File: src/rtl/unidad_control_multiciclo.sv
// unidad_control_multiciclo: multicycle MIPS control FSM.
// Sequences FETCH/DECODE/EXECUTE/MEM/WB over a shared memory/ALU datapath,
// one step per clock, and drives every datapath strobe and mux select.
// Optional build macro MC_MEM_HANDSHAKE_EN: FETCH, MEM_RD and MEM_WR wait for
// mem_ready; when undefined, mem_ready is ignored and those states last one cycle.
module unidad_control_multiciclo #(
    parameter int CNT_W = 32
) (
    input  logic             clk,
    input  logic             reset,
    input  logic [5:0]       op,
    input  logic             zero,
    input  logic             mem_ready,
    output logic             PcWrite,
    output logic             Branch,
    output logic             PcEn,
    output logic             IorD,
    output logic             MemRead,
    output logic             MemToWrite,
    output logic             IRWrite,
    output logic             RegDst,
    output logic             MemToReg,
    output logic             RegWrite,
    output logic             AluSrcA,
    output logic [1:0]       AluSrcB,
    output logic [2:0]       AluOp,
    output logic [1:0]       PcSource,
    output logic [3:0]       state,
    output logic             instr_done,
    output logic [CNT_W-1:0] instr_count,
    output logic             illegal_op
);

    typedef enum logic [3:0] {
        S_FETCH    = 4'd0,
        S_DECODE   = 4'd1,
        S_MEM_ADR  = 4'd2,
        S_MEM_RD   = 4'd3,
        S_MEM_WB   = 4'd4,
        S_MEM_WR   = 4'd5,
        S_R_EXEC   = 4'd6,
        S_R_WB     = 4'd7,
        S_BRANCH   = 4'd8,
        S_IMM_EXEC = 4'd9,
        S_IMM_WB   = 4'd10,
        S_JUMP     = 4'd11
    } state_e;

    localparam logic [5:0] OP_RTYPE = 6'b000000;
    localparam logic [5:0] OP_LW    = 6'b100011;
    localparam logic [5:0] OP_SW    = 6'b101011;
    localparam logic [5:0] OP_BEQ   = 6'b000100;
    localparam logic [5:0] OP_J     = 6'b000010;
    localparam logic [5:0] OP_ADDI  = 6'b001000;
    localparam logic [5:0] OP_ANDI  = 6'b001100;
    localparam logic [5:0] OP_ORI   = 6'b001101;
    localparam logic [5:0] OP_SLTI  = 6'b001010;

    state_e           state_q, state_d;
    logic [5:0]       op_q, op_d;
    logic             illegal_q, illegal_d;
    logic [CNT_W-1:0] count_q;
    logic             mem_ok;

    // Memory-access completion qualifier for the states that touch memory.
`ifdef MC_MEM_HANDSHAKE_EN
    assign mem_ok = mem_ready;
`else
    logic unused_mem_ready;
    assign unused_mem_ready = mem_ready;
    assign mem_ok           = 1'b1;
`endif

    // State register.
    // NOTE: sequential state uses non-blocking assignments so every flop samples pre-edge values.
    always_ff @(posedge clk or posedge reset) begin
        if (reset) state_q <= S_FETCH;
        else       state_q <= state_d;
    end

    // Opcode latch, sticky illegal flag and retired-instruction counter.
    always_ff @(posedge clk or posedge reset) begin
        if (reset) begin
            op_q      <= '0;
            illegal_q <= 1'b0;
            count_q   <= '0;
        end else begin
            op_q      <= op_d;
            illegal_q <= illegal_d;
            if (instr_done) count_q <= count_q + CNT_W'(1);
        end
    end

    // Next-state logic; DECODE also captures the opcode and flags unsupported ones.
    always_comb begin
        // NOTE: every combinational output gets a default first so no path infers a latch.
        state_d   = state_q;
        op_d      = op_q;
        illegal_d = illegal_q;
        case (state_q)
            S_FETCH:    if (mem_ok) state_d = S_DECODE;
            S_DECODE: begin
                op_d = op;
                case (op)
                    OP_RTYPE:                          state_d = S_R_EXEC;
                    OP_LW, OP_SW:                      state_d = S_MEM_ADR;
                    OP_BEQ:                            state_d = S_BRANCH;
                    OP_J:                              state_d = S_JUMP;
                    OP_ADDI, OP_ANDI, OP_ORI, OP_SLTI: state_d = S_IMM_EXEC;
                    default: begin
                        state_d   = S_FETCH;
                        illegal_d = 1'b1;
                    end
                endcase
            end
            S_MEM_ADR:  state_d = (op_q == OP_LW) ? S_MEM_RD : S_MEM_WR;
            S_MEM_RD:   if (mem_ok) state_d = S_MEM_WB;
            S_MEM_WR:   if (mem_ok) state_d = S_FETCH;
            S_R_EXEC:   state_d = S_R_WB;
            S_IMM_EXEC: state_d = S_IMM_WB;
            default:    state_d = S_FETCH;  // MEM_WB, R_WB, BRANCH, IMM_WB, JUMP and codes 12-15
        endcase
    end

    // Moore output decode; strobes are held low for as long as reset is high.
    always_comb begin
        PcWrite    = 1'b0;
        Branch     = 1'b0;
        IorD       = 1'b0;
        MemRead    = 1'b0;
        MemToWrite = 1'b0;
        IRWrite    = 1'b0;
        RegDst     = 1'b0;
        MemToReg   = 1'b0;
        RegWrite   = 1'b0;
        AluSrcA    = 1'b0;
        AluSrcB    = 2'b00;
        AluOp      = 3'b000;
        PcSource   = 2'b00;
        instr_done = 1'b0;
        case (state_q)
            S_FETCH: begin
                MemRead = 1'b1;
                AluSrcB = 2'b01;
                IRWrite = mem_ok;
                PcWrite = mem_ok;
            end
            S_DECODE:  AluSrcB = 2'b11;
            S_MEM_ADR: begin
                AluSrcA = 1'b1;
                AluSrcB = 2'b10;
            end
            S_MEM_RD: begin
                MemRead = 1'b1;
                IorD    = 1'b1;
            end
            S_MEM_WB: begin
                MemToReg   = 1'b1;
                RegWrite   = 1'b1;
                instr_done = 1'b1;
            end
            S_MEM_WR: begin
                MemToWrite = 1'b1;
                IorD       = 1'b1;
                instr_done = mem_ok;
            end
            S_R_EXEC: begin
                AluSrcA = 1'b1;
                AluOp   = 3'b001;
            end
            S_R_WB: begin
                RegDst     = 1'b1;
                RegWrite   = 1'b1;
                instr_done = 1'b1;
            end
            S_BRANCH: begin
                AluSrcA    = 1'b1;
                AluOp      = 3'b010;
                PcSource   = 2'b01;
                Branch     = 1'b1;
                instr_done = 1'b1;
            end
            S_IMM_EXEC: begin
                AluSrcA = 1'b1;
                AluSrcB = 2'b10;
                case (op_q)
                    OP_ANDI: AluOp = 3'b011;
                    OP_ORI:  AluOp = 3'b100;
                    OP_SLTI: AluOp = 3'b101;
                    default: AluOp = 3'b000;
                endcase
            end
            S_IMM_WB: begin
                RegWrite   = 1'b1;
                instr_done = 1'b1;
            end
            S_JUMP: begin
                PcSource   = 2'b10;
                PcWrite    = 1'b1;
                instr_done = 1'b1;
            end
            default: ;
        endcase
        if (reset) begin
            PcWrite    = 1'b0;
            Branch     = 1'b0;
            MemRead    = 1'b0;
            MemToWrite = 1'b0;
            IRWrite    = 1'b0;
            RegWrite   = 1'b0;
            instr_done = 1'b0;
        end
        PcEn = PcWrite | (Branch & zero);
    end

    assign state       = state_q;
    assign instr_count = count_q;
    assign illegal_op  = illegal_q;

endmodule

File: config.mk
export PLATFORM = sky130hd
export DESIGN_NAME = unidad_control_multiciclo
export DESIGN_NICKNAME = d
export VERILOG_FILES = /design/src/rtl/unidad_control_multiciclo.sv
export SDC_FILE = /design/constraint.sdc
export NUM_CORES = 1
export LEC_CHECK = 0
export BUFFER_PORTS_ARGS = -buffer_cell sky130_fd_sc_hd__buf_2
export CAP_MARGIN = 25
export CORE_MARGIN = 5
export CORE_UTILIZATION = 50
export DETAILED_ROUTE_END_ITERATION = 12
export PLACE_DENSITY_LB_ADDON = 0.3
export SYNTH_ARGS = -nofsm -noshare
export SYNTH_HDL_FRONTEND = slang
export SYNTH_SLANG_ARGS = --single-unit
File: constraint.sdc
create_clock -name clk -period 2.4 [get_ports clk]
set_input_delay 0.48 -clock clk [delete_from_list [all_inputs] [get_ports clk]]
set_output_delay 0.48 -clock clk [all_outputs]
set_load 0.02 [all_outputs]
==> flow_metrics.py <==
metrics = {
    "run_status": {
        "status": "complete, no violations",
    },
    "clock_network": {
        "clock_latency_ns": 0.30,
        "cts_buffer_depth": 2,
        "cts_tree": "yes",
        "numCtsBuffers": 5,
        "cts-root-buf": "clkbuf_8",
        "htreeDepth": 2,
        "path_clk_slew_ns": 0.08,
        "cts_sinks": 43,
    },
    "floorplanning": {
        "rows": 24,
        "core_sq_um": 4410,
        "die_h_um": 77.8,
        "ioPinCount": 66,
        "die_w_um": 77.8,
        "die_area_sq_um": 6050,
        "initial_core_util_pct": 52.0,
    },
    "logic_synthesis": {
        "synth_top_area_share_pct": 46.9,
        "yosys-top-cells-area": "dfrtp_1 (47%), xnor2_1 (9.2%), mux2_2 (3.9%)",
        "syn_area_per_cell_sq_um": 10.2,
        "synth-seq-cells": 43,
        "synth.most_common_cell": "dfrtp_1",
        "syn_inst": 225,
        "syn-num-nets": 236,
        "ys_types": 47,
        "yosys.area.top_type": "dfrtp_1",
        "seq_area_frac_synth_pct": 46.9,
        "synth_top_flop_cell": "dfrtp_1",
        "synth_edf_count": 0,
        "synth_area_sq_um": 2300,
        "async_flop_share_pct": 100,
        "ys_top_cells_by_count": "dfrtp_1 (43), xnor2_1 (24), nor2_1 (18)",
        "yosysWarnings": 0,
    },
    "routing": {
        "ant_nets": 0,
        "first_pass_iters": 4,
        "wire_per_inst_um": 14.6,
        "via_per_inst": 5.48,
        "vias": 1896,
        "drtIter0Drc": 129,
        "wirelength_mm": 5.06,
        "drcViolationCount": 0,
    },
    "timing": {
        "rsz0062_at_grt": "false",
        "setup_viol_count_final": 0,
        "whs_ns": 0.277,
        "finalCriticalPeriod_ns": 2.29,
        "finalHoldViolations": 0,
        "setup_ws_ns": 0.109,
        "fin_skew_ns": 0.00534,
        "slew_headroom_pct": 58.3,
        "fin_crit_sh_pct": 95.4,
        "setup_tns_ns": 0,
        "tightestPinTransition_ns": 0.622,
        "clock.fmax_ghz": 0.437,
        "slew_viol_final": 0,
    },
    "placement": {
        "numPortBuffers": 64,
        "placed_area_sq_um": 2680,
        "dp_hpwl_mm": 3.72,
        "dpl_worst_slack_ns": 0.335,
        "dp.cells": 338,
        "place_congestion": 0.796,
    },
    "critical_path": {
        "r2r_slack_ns": 0.48,
        "path_cells": "nand2b_2 -> nor2_2 -> nand4_1 -> o32ai_1 -> buf_2",
        "path_class": "reg2out",
        "critPathSlowestCell": "dfrtp_2",
        "cp_num_buf_inv": 1,
        "startpoint_type": "flip-flop",
        "required_ns": 1.92,
        "crit_path_max_incr_delay_ns": 0.47,
        "cp_top_family": "simple AND/OR/NAND/NOR gates",
        "cp_max_fo": 8,
        "arrival_ns": 1.81,
        "endpoint_kind": "output pin",
    },
    "grt": {
        "grt_first_pass_wirelength_mm": 8.98,
        "grt_pass1_vias": 1875,
        "grt_max_degree": 30,
        "grt-ovfl-total": 0,
        "grt_usage_pct": 17.9,
        "antenna_found_initial": 0,
    },
    "final_layout": {
        "drive_above_1_share_pct": 35.4,
        "finalNonFillerCells": 346,
        "fin_area_sq_um": 2810,
        "num_antenna_cells": 0,
        "finish.utilization_pct": 63.6,
        "syn_to_final_growth_pct": 22.2,
        "fin_nets": 304,
    },
    "job": {
        "max_cap_viol_count": 0,
    },
    "power": {
        "power_frac_seq_pct": 40.5,
        "p_leak_nw": 1.38,
        "power_density_nw_per_um2": 869,
        "power_mw": 2.44,
        "ir_worst_vdd_uv": 516,
        "clockPowerShare_pct": 23.1,
        "internal_power_mw": 1.50,
        "pwr-share-comb_pct": 36.4,
        "switching_share_pct": 38.4,
        "netSwitchingPower_mw": 0.935,
    },
    "worst_hold_path": {
        "holdCritPathClass": "in2async",
    },
}
## registers in the layout, indices dropped and copies added, names as in the netlist
signal       count
op_q             6
instr_count     32
illegal_op       1
state            4
## power by group through the flow
stage                     Clock (mW)  Combinational [mW]  Sequential (mW)
after global placement             0               0.866            0.984
after detailed placement           0               0.877            0.991
final                          0.563               0.887            0.988
after global routing           0.611               0.976             1.01
after floorplan                    0               0.602             1.00
after CTS                      0.579               0.883            0.981
## placed cells by master, fill, tap and decap left out, types with 2 or more instances in the layout
cell type and n:
buf_2 64, dfrtp_1 40, xnor2_1 24, nor2_1 17, nand3_1 16, nand2_1 15
nor3_1 11, xor2_1 9, a21oi_1 9, mux2_2 8, nand4_1 7, inv_1 6
and4_1 5, clkbuf_8 5, nand2b_1 4, and3_1 4, buf_4 4, nor3_2 3
nor4b_1 3, dfrtp_2 3, nor2b_1 2, nand4_2 2, nor3b_1 2, o21ai_0 2
## cell families (layout without fill, tap and decap cells)
kind of cell / Yosys count / in the layout / synth area share (%)
xor+xnor: 33 / 33 / 12.6
mux: 9 / 9 / 4.36
compound gates: 21 / 21 / 6.00
flops: 43 / 43 / 46.9
buf+inv: 14 / 83 / 2.67
simple gates: 104 / 104 / 27.0
fa+ha+maj: 1 / 1 / 0.545
## layer usage
metal,share of wire [%],vias up,GRT usage (%)
li1,-,936,-
met1,46,903,24.3
met2,46,51,28.3
met3,6.8,6,4.75
met4,1.2,0,4.81
met5,0,-,0
## final cells by class
cell class | instances | area [sq um]
Fill cell | 392 | 1610
Multi-Input combinational cell | 168 | 1170
Sequential cell | 43 | 1080
Timing Repair Buffer | 68 | 350
Clock buffer | 5 | 68.8
Tap cell | 52 | 65.1
Clock inverter | 3 | 43.8
Inverter | 7 | 30.0
## what timing repair did
action,in CTS,in global routing
hold buffers,0,0
resized for setup,0,6
endpoints found under the setup margin,0,6
buffers inserted,0,0
## worst reg2reg max path: cells and delay by family (launching register included)
kind	cells	cell delay [ns]
simple gates	3	0.89
compound gates	1	0.29
flops	1	0.51
xor+xnor	1	0.14
## path summary, 6_finish.rpt
kind / startpoint / endpoint / depth (start not counted)
hold reg to reg: illegal_op / illegal_op / 1
max in group asynchronous: reset / state[0] / 3
min in group clk: op[4] / op_q[4] / 2
setup / recovery: state[1] / AluOp[0] / 5
hold / removal: reset / instr_count[0] / 2
setup reg to reg: state[2] / instr_count[11] / 5
Power figures use the tool's default switching activity.
